File: src/rtl/gcm_tag_verify.sv
// GCM decrypt-side tag verifier: bit-serial GHASH over AAD/ciphertext,
// length block, E(K,J0) whitening and truncated tag compare.
// Ports: clk, reset (sync, active-low), start + hash_subkey/ek_j0/tag_in
// operands, blk_* valid/ready block stream, busy/done/tag_ok/err status.
// Build option: define GCM_GHASH_DIGIT2_EN to retire two multiplier bits
// per cycle (64-cycle multiply); default is one bit per cycle.
module gcm_tag_verify #(
    parameter int TAG_BITS = 128,
    parameter int LEN_W    = 64
) (
    input  logic         clk,
    input  logic         reset,
    input  logic         start,
    input  logic [127:0] hash_subkey,
    input  logic [127:0] ek_j0,
    input  logic [127:0] tag_in,
    input  logic         blk_valid,
    output logic         blk_ready,
    input  logic [127:0] blk_data,
    input  logic         blk_is_aad,
    input  logic [4:0]   blk_bytes,
    input  logic         blk_last,
    output logic         busy,
    output logic         done,
    output logic         tag_ok,
    output logic         err
);

    localparam logic [2:0] S_IDLE  = 3'd0;
    localparam logic [2:0] S_LOAD  = 3'd1;
    localparam logic [2:0] S_MUL   = 3'd2;
    localparam logic [2:0] S_LEN   = 3'd3;
    localparam logic [2:0] S_FINAL = 3'd4;
    localparam logic [2:0] S_DONE  = 3'd5;

`ifdef GCM_GHASH_DIGIT2_EN
    localparam logic [6:0] MUL_LAST = 7'd63;
`else
    localparam logic [6:0] MUL_LAST = 7'd127;
`endif

    localparam logic [127:0] R_POLY   = {8'hE1, 120'h0};
    localparam logic [127:0] TAG_MASK = {128{1'b1}} << (128 - TAG_BITS);

    logic [2:0]       state_q, state_d;
    logic [127:0]     h_q, h_d;
    logic [127:0]     ek_q, ek_d;
    logic [127:0]     tag_q, tag_d;
    logic [127:0]     y_q, y_d;
    logic [127:0]     x_q, x_d;
    logic [127:0]     z_q, z_d;
    logic [127:0]     v_q, v_d;
    logic [6:0]       cnt_q, cnt_d;
    logic [LEN_W-1:0] len_a_q, len_a_d;
    logic [LEN_W-1:0] len_c_q, len_c_d;
    logic             last_q, last_d;
    logic             in_len_q, in_len_d;
    logic             seen_c_q, seen_c_d;
    logic             short_a_q, short_a_d;
    logic             short_c_q, short_c_d;
    logic             err_q, err_d;
    logic             tag_ok_q, tag_ok_d;

    logic [4:0]       eff;
    logic [127:0]     bmask;
    logic [LEN_W-1:0] add_bits;
    logic [127:0]     z1, v1, z_nx, v_nx, x_nx;
    logic             blk_short;
`ifdef GCM_GHASH_DIGIT2_EN
    logic [127:0]     z2, v2;
`endif

    // One step of the right-shifting GF(2^128) multiply.
    function automatic logic [255:0] gf_step(
        input logic [127:0] z,
        input logic [127:0] v,
        input logic         b
    );
        logic [127:0] zn;
        logic [127:0] vn;
        zn = b ? (z ^ v) : z;
        vn = v[0] ? ((v >> 1) ^ R_POLY) : (v >> 1);
        return {zn, vn};
    endfunction

    always_comb begin
        state_d   = state_q;
        h_d       = h_q;
        ek_d      = ek_q;
        tag_d     = tag_q;
        y_d       = y_q;
        x_d       = x_q;
        z_d       = z_q;
        v_d       = v_q;
        cnt_d     = cnt_q;
        len_a_d   = len_a_q;
        len_c_d   = len_c_q;
        last_d    = last_q;
        in_len_d  = in_len_q;
        seen_c_d  = seen_c_q;
        short_a_d = short_a_q;
        short_c_d = short_c_q;
        err_d     = err_q;
        tag_ok_d  = tag_ok_q;

        eff = (blk_bytes > 5'd16) ? 5'd16 : blk_bytes;
        bmask = '0;
        for (int i = 0; i < 16; i++) begin
            if (5'(i) < eff) bmask[127 - 8*i -: 8] = 8'hFF;
        end
        add_bits  = LEN_W'({eff, 3'b000});
        blk_short = (eff != 5'd16) && !blk_last;

        {z1, v1} = gf_step(z_q, v_q, x_q[127]);
`ifdef GCM_GHASH_DIGIT2_EN
        {z2, v2} = gf_step(z1, v1, x_q[126]);
        z_nx = z2;
        v_nx = v2;
        x_nx = {x_q[125:0], 2'b00};
`else
        z_nx = z1;
        v_nx = v1;
        x_nx = {x_q[126:0], 1'b0};
`endif

        unique case (state_q)
            S_IDLE: begin
                if (start) begin
                    state_d   = S_LOAD;
                    h_d       = hash_subkey;
                    ek_d      = ek_j0;
                    tag_d     = tag_in;
                    y_d       = '0;
                    len_a_d   = '0;
                    len_c_d   = '0;
                    last_d    = 1'b0;
                    in_len_d  = 1'b0;
                    seen_c_d  = 1'b0;
                    short_a_d = 1'b0;
                    short_c_d = 1'b0;
                    err_d     = 1'b0;
                    tag_ok_d  = 1'b0;
                end
            end
            S_LOAD: begin
                if (blk_valid) begin
                    // A short block is only legal as the final one of its type.
                    if (blk_is_aad) begin
                        len_a_d   = len_a_q + add_bits;
                        short_a_d = blk_short;
                        if (seen_c_q || short_a_q) err_d = 1'b1;
                    end else begin
                        len_c_d   = len_c_q + add_bits;
                        short_c_d = blk_short;
                        seen_c_d  = 1'b1;
                        if (short_c_q) err_d = 1'b1;
                    end
                    last_d = blk_last;
                    if (eff == 5'd0) begin
                        if (blk_last) state_d = S_LEN;
                    end else begin
                        x_d     = y_q ^ (blk_data & bmask);
                        z_d     = '0;
                        v_d     = h_q;
                        cnt_d   = '0;
                        state_d = S_MUL;
                    end
                end
            end
            S_MUL: begin
                z_d   = z_nx;
                v_d   = v_nx;
                x_d   = x_nx;
                cnt_d = cnt_q + 7'd1;
                if (cnt_q == MUL_LAST) begin
                    y_d = z_nx;
                    if (in_len_q)    state_d = S_FINAL;
                    else if (last_q) state_d = S_LEN;
                    else             state_d = S_LOAD;
                end
            end
            S_LEN: begin
                x_d      = y_q ^ {64'(len_a_q), 64'(len_c_q)};
                z_d      = '0;
                v_d      = h_q;
                cnt_d    = '0;
                in_len_d = 1'b1;
                state_d  = S_MUL;
            end
            S_FINAL: begin
                tag_ok_d = !err_q &&
                           (((y_q ^ ek_q ^ tag_q) & TAG_MASK) == '0);
                state_d  = S_DONE;
            end
            S_DONE: state_d = S_IDLE;
            default: state_d = S_IDLE;
        endcase
    end

    always_ff @(posedge clk) begin
        if (!reset) begin
            state_q   <= S_IDLE;
            h_q       <= '0;
            ek_q      <= '0;
            tag_q     <= '0;
            y_q       <= '0;
            x_q       <= '0;
            z_q       <= '0;
            v_q       <= '0;
            cnt_q     <= '0;
            len_a_q   <= '0;
            len_c_q   <= '0;
            last_q    <= 1'b0;
            in_len_q  <= 1'b0;
            seen_c_q  <= 1'b0;
            short_a_q <= 1'b0;
            short_c_q <= 1'b0;
            err_q     <= 1'b0;
            tag_ok_q  <= 1'b0;
        end else begin
            state_q   <= state_d;
            h_q       <= h_d;
            ek_q      <= ek_d;
            tag_q     <= tag_d;
            y_q       <= y_d;
            x_q       <= x_d;
            z_q       <= z_d;
            v_q       <= v_d;
            cnt_q     <= cnt_d;
            len_a_q   <= len_a_d;
            len_c_q   <= len_c_d;
            last_q    <= last_d;
            in_len_q  <= in_len_d;
            seen_c_q  <= seen_c_d;
            short_a_q <= short_a_d;
            short_c_q <= short_c_d;
            err_q     <= err_d;
            tag_ok_q  <= tag_ok_d;
        end
    end

    assign blk_ready = (state_q == S_LOAD);
    assign busy      = (state_q != S_IDLE);
    assign done      = (state_q == S_DONE);
    assign tag_ok    = tag_ok_q;
    assign err       = err_q;

endmodule

File: config.mk
export PLATFORM = sky130hd
export DESIGN_NAME = gcm_tag_verify
export DESIGN_NICKNAME = d
export VERILOG_FILES = /design/src/rtl/gcm_tag_verify.sv
export SDC_FILE = /design/constraint.sdc
export NUM_CORES = 2
export LEC_CHECK = 0
export ABC_AREA = 1
export CAP_MARGIN = 20
export CORE_MARGIN = 2
export CORE_UTILIZATION = 24
export DETAILED_ROUTE_END_ITERATION = 16
export GPL_ROUTABILITY_DRIVEN = 0
export PLACE_DENSITY = 0.44
export SETUP_SLACK_MARGIN = 0.4
export SKIP_LAST_GASP = 1
export SYNTH_ARGS = -nofsm -noshare
export SYNTH_HDL_FRONTEND = slang
export SYNTH_SLANG_ARGS = --single-unit
export TNS_END_PERCENT = 30
File: constraint.sdc
create_clock -name clk -period 5.1 [get_ports clk]
set_input_delay 0.765 -clock clk [delete_from_list [all_inputs] [get_ports clk]]
set_output_delay 0.765 -clock clk [all_outputs]
set_load 0.05 [all_outputs]
# Word-level counts from Yosys, hierarchy flattened
# Cells that the tools add are included.
[word_totals] register_bits=1041 latch_bits=0 mem_bits_rw=0 mem_bits_ro=0 input_bits=523 word_cells=153 memories=0
[op_classes] addsub=3 n_mul=0 div=0 order_cmp=17 n_eq_ne=16 shift=0 n_mux=68 bitwise=7 n_reduce_logical=24
[op_table] cell="128-bit 2-to-1 mux" n=10
[op_table] cell="128-bit case mux with 3 select lines" n=3
[op_table] cell="128-bit bitwise XOR" n=5
[op_table] cell="64-bit 2-to-1 mux" n=5
[op_table] cell="128-bit case mux with 2 select lines" n=1
[op_table] cell="64-bit case mux with 2 select lines" n=2
[op_table] cell="64-bit by 8-bit adder with 64-bit output" n=2
[op_table] cell="128-bit bitwise AND" n=1
[op_table] cell="128-bit zero test" n=1
[op_table] cell="8-bit 2-to-1 mux" n=16
[op_table] cell="4-bit by 5-bit less-than comparator with 1-bit output, first input constant" n=8
[op_table] cell="7-bit case mux with 3 select lines" n=1
[op_table] cell="3-bit by 5-bit less-than comparator with 1-bit output, first input constant" n=4
[op_table] cell="3-bit 2-to-1 mux" n=6
[op_table] cell="3-bit case mux with 5 select lines" n=1
[op_table] cell="7-bit 2-to-1 mux" n=2
[op_table] cell="1-bit case mux with 2 select lines" n=7
[op_table] cell="1-bit 2-to-1 mux" n=12
[op_table] cell="4-bit AND reduction" n=3
[op_table] cell="1-bit by 5-bit less-than comparator with 1-bit output, first input constant" n=2
[op_table] cell="2-bit by 5-bit less-than comparator with 1-bit output, first input constant" n=2
[op_table] cell="2-bit inequality test, second input constant" n=5
[op_table] cell="3-bit AND reduction" n=3
[op_table] cell="2-bit nonzero test" n=4
[op_table] cell="other kinds (22)" n=29

# Depth between registers and ports, before layout
[logic_depth] ltp_word=9 ltp_mapped=16

# Worst setup path before layout
# Ideal clock, no wire load.
[synth_path] kind="input to register" start="input blk_bytes[0]" end="register len_a_q[59]" setup_time_ps=58 arrival_time_ps=2829 slack_ps=2213 stages=14 path_cell_list="nor2_1 nand2_1 a21oi_1 ha_1 fa_1 inv_1 o21ai_0 nand2_1 nand2_1 nand3_1 nor2_2 nand2_1 a21oi_1 o21a_1"
[synth_via] elab_chain_cells=6
[synth_lines] item="start, declared" line="21" rtl="input logic [4:0] blk_bytes,"
[synth_lines] item="5-bit greater-than comparator" line="106" rtl="eff = (blk_bytes > 5'd16) ? 5'd16 : blk_bytes;"
[synth_lines] item="5-bit 2-to-1 mux (*)" line="106"
[synth_lines] item="64-bit by 8-bit adder with 64-bit output (*)" line="149" rtl="len_a_d = len_a_q + add_bits;"
[synth_lines] item="64-bit 2-to-1 mux (*)" line="148" rtl="if (blk_is_aad) begin"
[synth_lines] item="64-bit 2-to-1 mux (*)" line="146" rtl="if (blk_valid) begin"
[synth_lines] item="64-bit case mux with 2 select lines (*)" line="126" rtl="unique case (state_q)"
[synth_lines] item="end signal, assigned" line="230" rtl="len_a_q <= len_a_d;"
[synth_lines] item="end, declared" line="54" rtl="logic [LEN_W-1:0] len_a_q, len_a_d;"
# Every way passes the cells marked *; elsewhere a longest branch is shown, timed or not. The select of a mux whose other input is x is not followed.
# A chain may end at the register's enable or synchronous reset.

# Worst setup path after layout
[layout_path] start="register state_q[2]" end="output blk_ready"
[layout_via] elab_chain_cells=1
[layout_lines] item="start, declared" line="45" rtl="logic [2:0] state_q, state_d;"
[layout_lines] item="start signal, assigned" line="221" rtl="state_q <= state_d;"
[layout_lines] item="3-bit by 1-bit equality test with 1-bit output" line="242" rtl="assign blk_ready = (state_q == S_LOAD);"
[layout_lines] item="end, declared" line="18" rtl="output logic blk_ready,"
# Every way passes these cells.

==> results.md <==
- Result of the run: completed
- Destination of the critical timing path: blk_ready
- Shortest clock period the worst path allows after layout: 4.09 ns
- Largest clock skew in the final design: between 0.03 and 0.04 ns
- Kind of capture point of the worst setup path: primary output
- Starting utilization of the core area: 24.1%
- Final core utilization: 29.7%
- Synthesized area divided by synthesized cell count: 6.64 sq um
- Ys Warns: 0
- TritonCTS clock tree: built
- Layout overhead on the synthesized area: 23.3%
- Die Span X: roughly 460 um
- Via count of the first global-routing pass: a little under 50000
- Total gr overflow: 0
- Relative max-transition margin: 15.1%
- Static leakage power: approximately 23 nW
- Antenna violations before repair: 55
- Die boundary height: 465 um
- Ys async rst share: 0%
- Launch instance of the worst register-to-register path: state_q[1]$_SDFFE_PN0P_
- Top Family by Delay on Critical Path: buffers and inverters
- Post-route insts no fill: 10871
- Type of element launching the critical path: flip-flop
- Post-detailed-route DRC marker count: 0
- Tightest Hold Check Type: input pin to flip-flop
- Tot GR Track Use: 21.5%
- Core region area: 212000 sq um
- Highest Clock Rate: 0.245 GHz
- Top cell types by occurrence after synthesis: sky130_fd_sc_hd__nand2_1 (1988), sky130_fd_sc_hd__a21oi_1 (1092), sky130_fd_sc_hd__dfxtp_1 (1035)
- Number of flops mapped to enable cells by yosys: 0
- Layout cell share with drive strength beyond 1: 4.24%
- Detailed-routing iteration count for the pre-antenna-repair pass: 6
- Cell Area, Placed: 58600 sq um
- Placed Instances: 10629
- I/O Buffers: 527
- Clock insertion delay at the later pin of the skew report: 0.76 ns
- Area taken by flip-flops and latches: between 20000 and 25000 sq um
- Number of max-slew violations in the final report: 0
- Final setup violation count: 0
- Vias after detailed routing: 53160
- Worst IR Drop VDD: 0.455 mV
- Portion of the post-synthesis area used by sequential elements: just over 40%
- Post-Route Hold Slack: slightly above 0.4 ns
- Mapped Nets: 8222
- Hold path cells: 3
- Pin count of the biggest net entering global routing: 214
- Critical path launch point: state_q[2]$_SDFFE_PN0P_
- Maximum clock path buffer count: 3
- DIE AREA: 216000 sq um
- CP Depth: 5
- Combined area of the multi-input logic cells: 26100 sq um
- Dominant synthesized flop cell: sky130_fd_sc_hd__dfxtp_1
- Global-route wire length before repair: 342000 um
- Count of nets after finishing: about 8500
- Number of core rows: 169
- Worst path slowest cell: sky130_fd_sc_hd__clkdlybuf4s50_1
- Unique masters post-synth: 48
- Netlist area before placement: 51000 sq um
- Routed wirelength normalized by instance count: 22.3 um
- Synth area leaders: sky130_fd_sc_hd__dfxtp_1 (41%), sky130_fd_sc_hd__nand2_1 (15%), sky130_fd_sc_hd__a21oi_1 (11%)
- Critical path start-end classification: flip-flop to primary output
- Clock sink total: 1035
- Number of register bits inferred by synthesis: 1035
- Max Fanout on Critical Path: 27
- Setup total negative slack: 0 ns
- Most repeated cell in the gate-level netlist after synthesis: sky130_fd_sc_hd__nand2_1
- Area share of the largest cell type after synthesis: between 40% and 50%
- Ratio of total power to cell area: between 500 and 600 nW/um^2
- DRT Wirelength: 242000 um
- Setup slack, reg-to-reg: 1.32 ns
- Clock transition at the registers of the reported paths: 0.06 ns
- Tightest Pin Transition: about 1.3 ns
- Req. time, crit path: between 4 and 5 ns
- Total count of hold-check failures in the final report: 0
- Post-route clock period utilization: 80.2%
- Cell taking the most area after synthesis: sky130_fd_sc_hd__dfxtp_1
- Count of pins on the block boundary: 528
- FF-to-FF path depth: 9
- Buffers plus inverters on the worst setup path: 3
- Ordered list of cells on the worst path: inv_2 > nand2_2 > nor2_4 > buf_4 > clkdlybuf4s50_1
- Post-detail-place hpwl: 181000 um
- Post-route design area: 62900 sq um
- Count of filler cells inserted in the layout: roughly 23000
- RSZ-0062 raised after global routing: no
- Post-synthesis cell count: between 7000 and 8000
- Count of instances resized after the clock tree is built: 0
- Clock Tree Root: sky130_fd_sc_hd__clkbuf_16
- H-tree levels: 3
- Hold-fix buffers at CTS: 0
- Max-cap violations: 0
- Average via count per standard cell: 4.89
- Post-CTS setup buffer count: 0
- DRC violation total after the first TritonRoute iteration: 4218
- Signal arrival time at the worst endpoint: 3.32 ns
- R2r endpoint: h_q[52]$_SDFFE_PN0P_
- Count of antenna-violating nets left after detailed routing: 0
- Slowest stage delay, CP: 0.91 ns
- Clock buffer count from CTS: 120
[sequential cells by signal, indices dropped and copies added, names as in the netlist, 3 cells and up]
register  count
h_q         128
cnt_q         7
len_a_q      61
y_q         128
ek_q        128
z_q         128
state_q       3
tag_q       128
v_q         128
len_c_q      61
x_q         128
[cell families after synthesis]
kind of cell | after synthesis | synth area share, %
AND/OR/NAND/NOR | 3487 | 28.9
XOR/XNOR | 71 | 1.22
AO/OA/AOI/OAI | 2020 | 20.6
flip-flops | 1035 | 40.6
adder cells (fa/ha/maj) | 15 | 0.398
buffers and inverters | 1056 | 8.26
[stage by stage]
| step | setup WS (ns) | power, mW |
|---|---|---|
| detailed placement | 1.13 | 26.7 |
| global placement | 1.17 | 26.5 |
| finish | 1.01 | 35.9 |
| global route | 0.879 | 38.2 |
| floorplan | 2.21 | 20.9 |
| CTS | 0.965 | 36.1 |
[cells in the final DEF (no fill, tap or decap), drive strengths merged, types with 75 or more instances in the layout]
| cell | netlist | final |
|---|---|---|
| nand4 | 112 | 112 |
| nor2 | 581 | 581 |
| inv | 580 | 584 |
| nand2 | 1998 | 1998 |
| a31oi | 142 | 142 |
| o21ai | 701 | 701 |
| clkdlybuf4s50 | 0 | 525 |
| clkbuf | 333 | 180 |
| buf | 142 | 75 |
| a21oi | 1093 | 1093 |
| nand3 | 626 | 626 |
| dfxtp | 1035 | 1035 |
[where the power goes]
part           internal, mW  switching [mW]
clock network          5.50            3.86
registers              10.3            1.92
logic                  3.98            10.4
total                  19.8            16.2
[layout make-up]
class / instances / share of cell area, %
clock buffer: 180 / 5.82
multi-input combinational: 5593 / 41.5
timing repair buffer: 600 / 9.60
clock inverter: 47 / 0.907
inverter: 581 / 3.50
sequential: 1035 / 33.0
antenna: 14 / 0.0557
tap: 2821 / 5.61
[how the worst min path moves through the flow]
stage,from,to
detailed placement,x_q[18]$_SDFFE_PN0P_,x_q[18]$_SDFFE_PN0P_
global placement,h_q[120]$_SDFFE_PN0P_,h_q[120]$_SDFFE_PN0P_
global route,start,ek_q[98]$_SDFFE_PN0P_
CTS,start,ek_q[98]$_SDFFE_PN0P_
finish,start,ek_q[98]$_SDFFE_PN0P_
floorplan,h_q[126]$_SDFFE_PN0P_,h_q[126]$_SDFFE_PN0P_
[worst register-to-register path: stages, from the launching register on]
cell                      delay (ns)
sky130_fd_sc_hd__dfxtp_1        0.64
sky130_fd_sc_hd__inv_2          0.17
sky130_fd_sc_hd__nand2_2        0.17
sky130_fd_sc_hd__nor2_4         0.09
sky130_fd_sc_hd__nand2_8        0.25
sky130_fd_sc_hd__buf_12         0.46
sky130_fd_sc_hd__buf_4          0.89
sky130_fd_sc_hd__buf_4          0.69
sky130_fd_sc_hd__nand2_1        0.18
sky130_fd_sc_hd__a21oi_1        0.15
[routing by layer]
layer	global-route usage, %	wire [um]
met5	0	500
met4	9.85	11600
met3	4.09	15200
met2	32.9	105000
met1	29.0	110000
No activity file was read; power rests on OpenSTA's default activity.
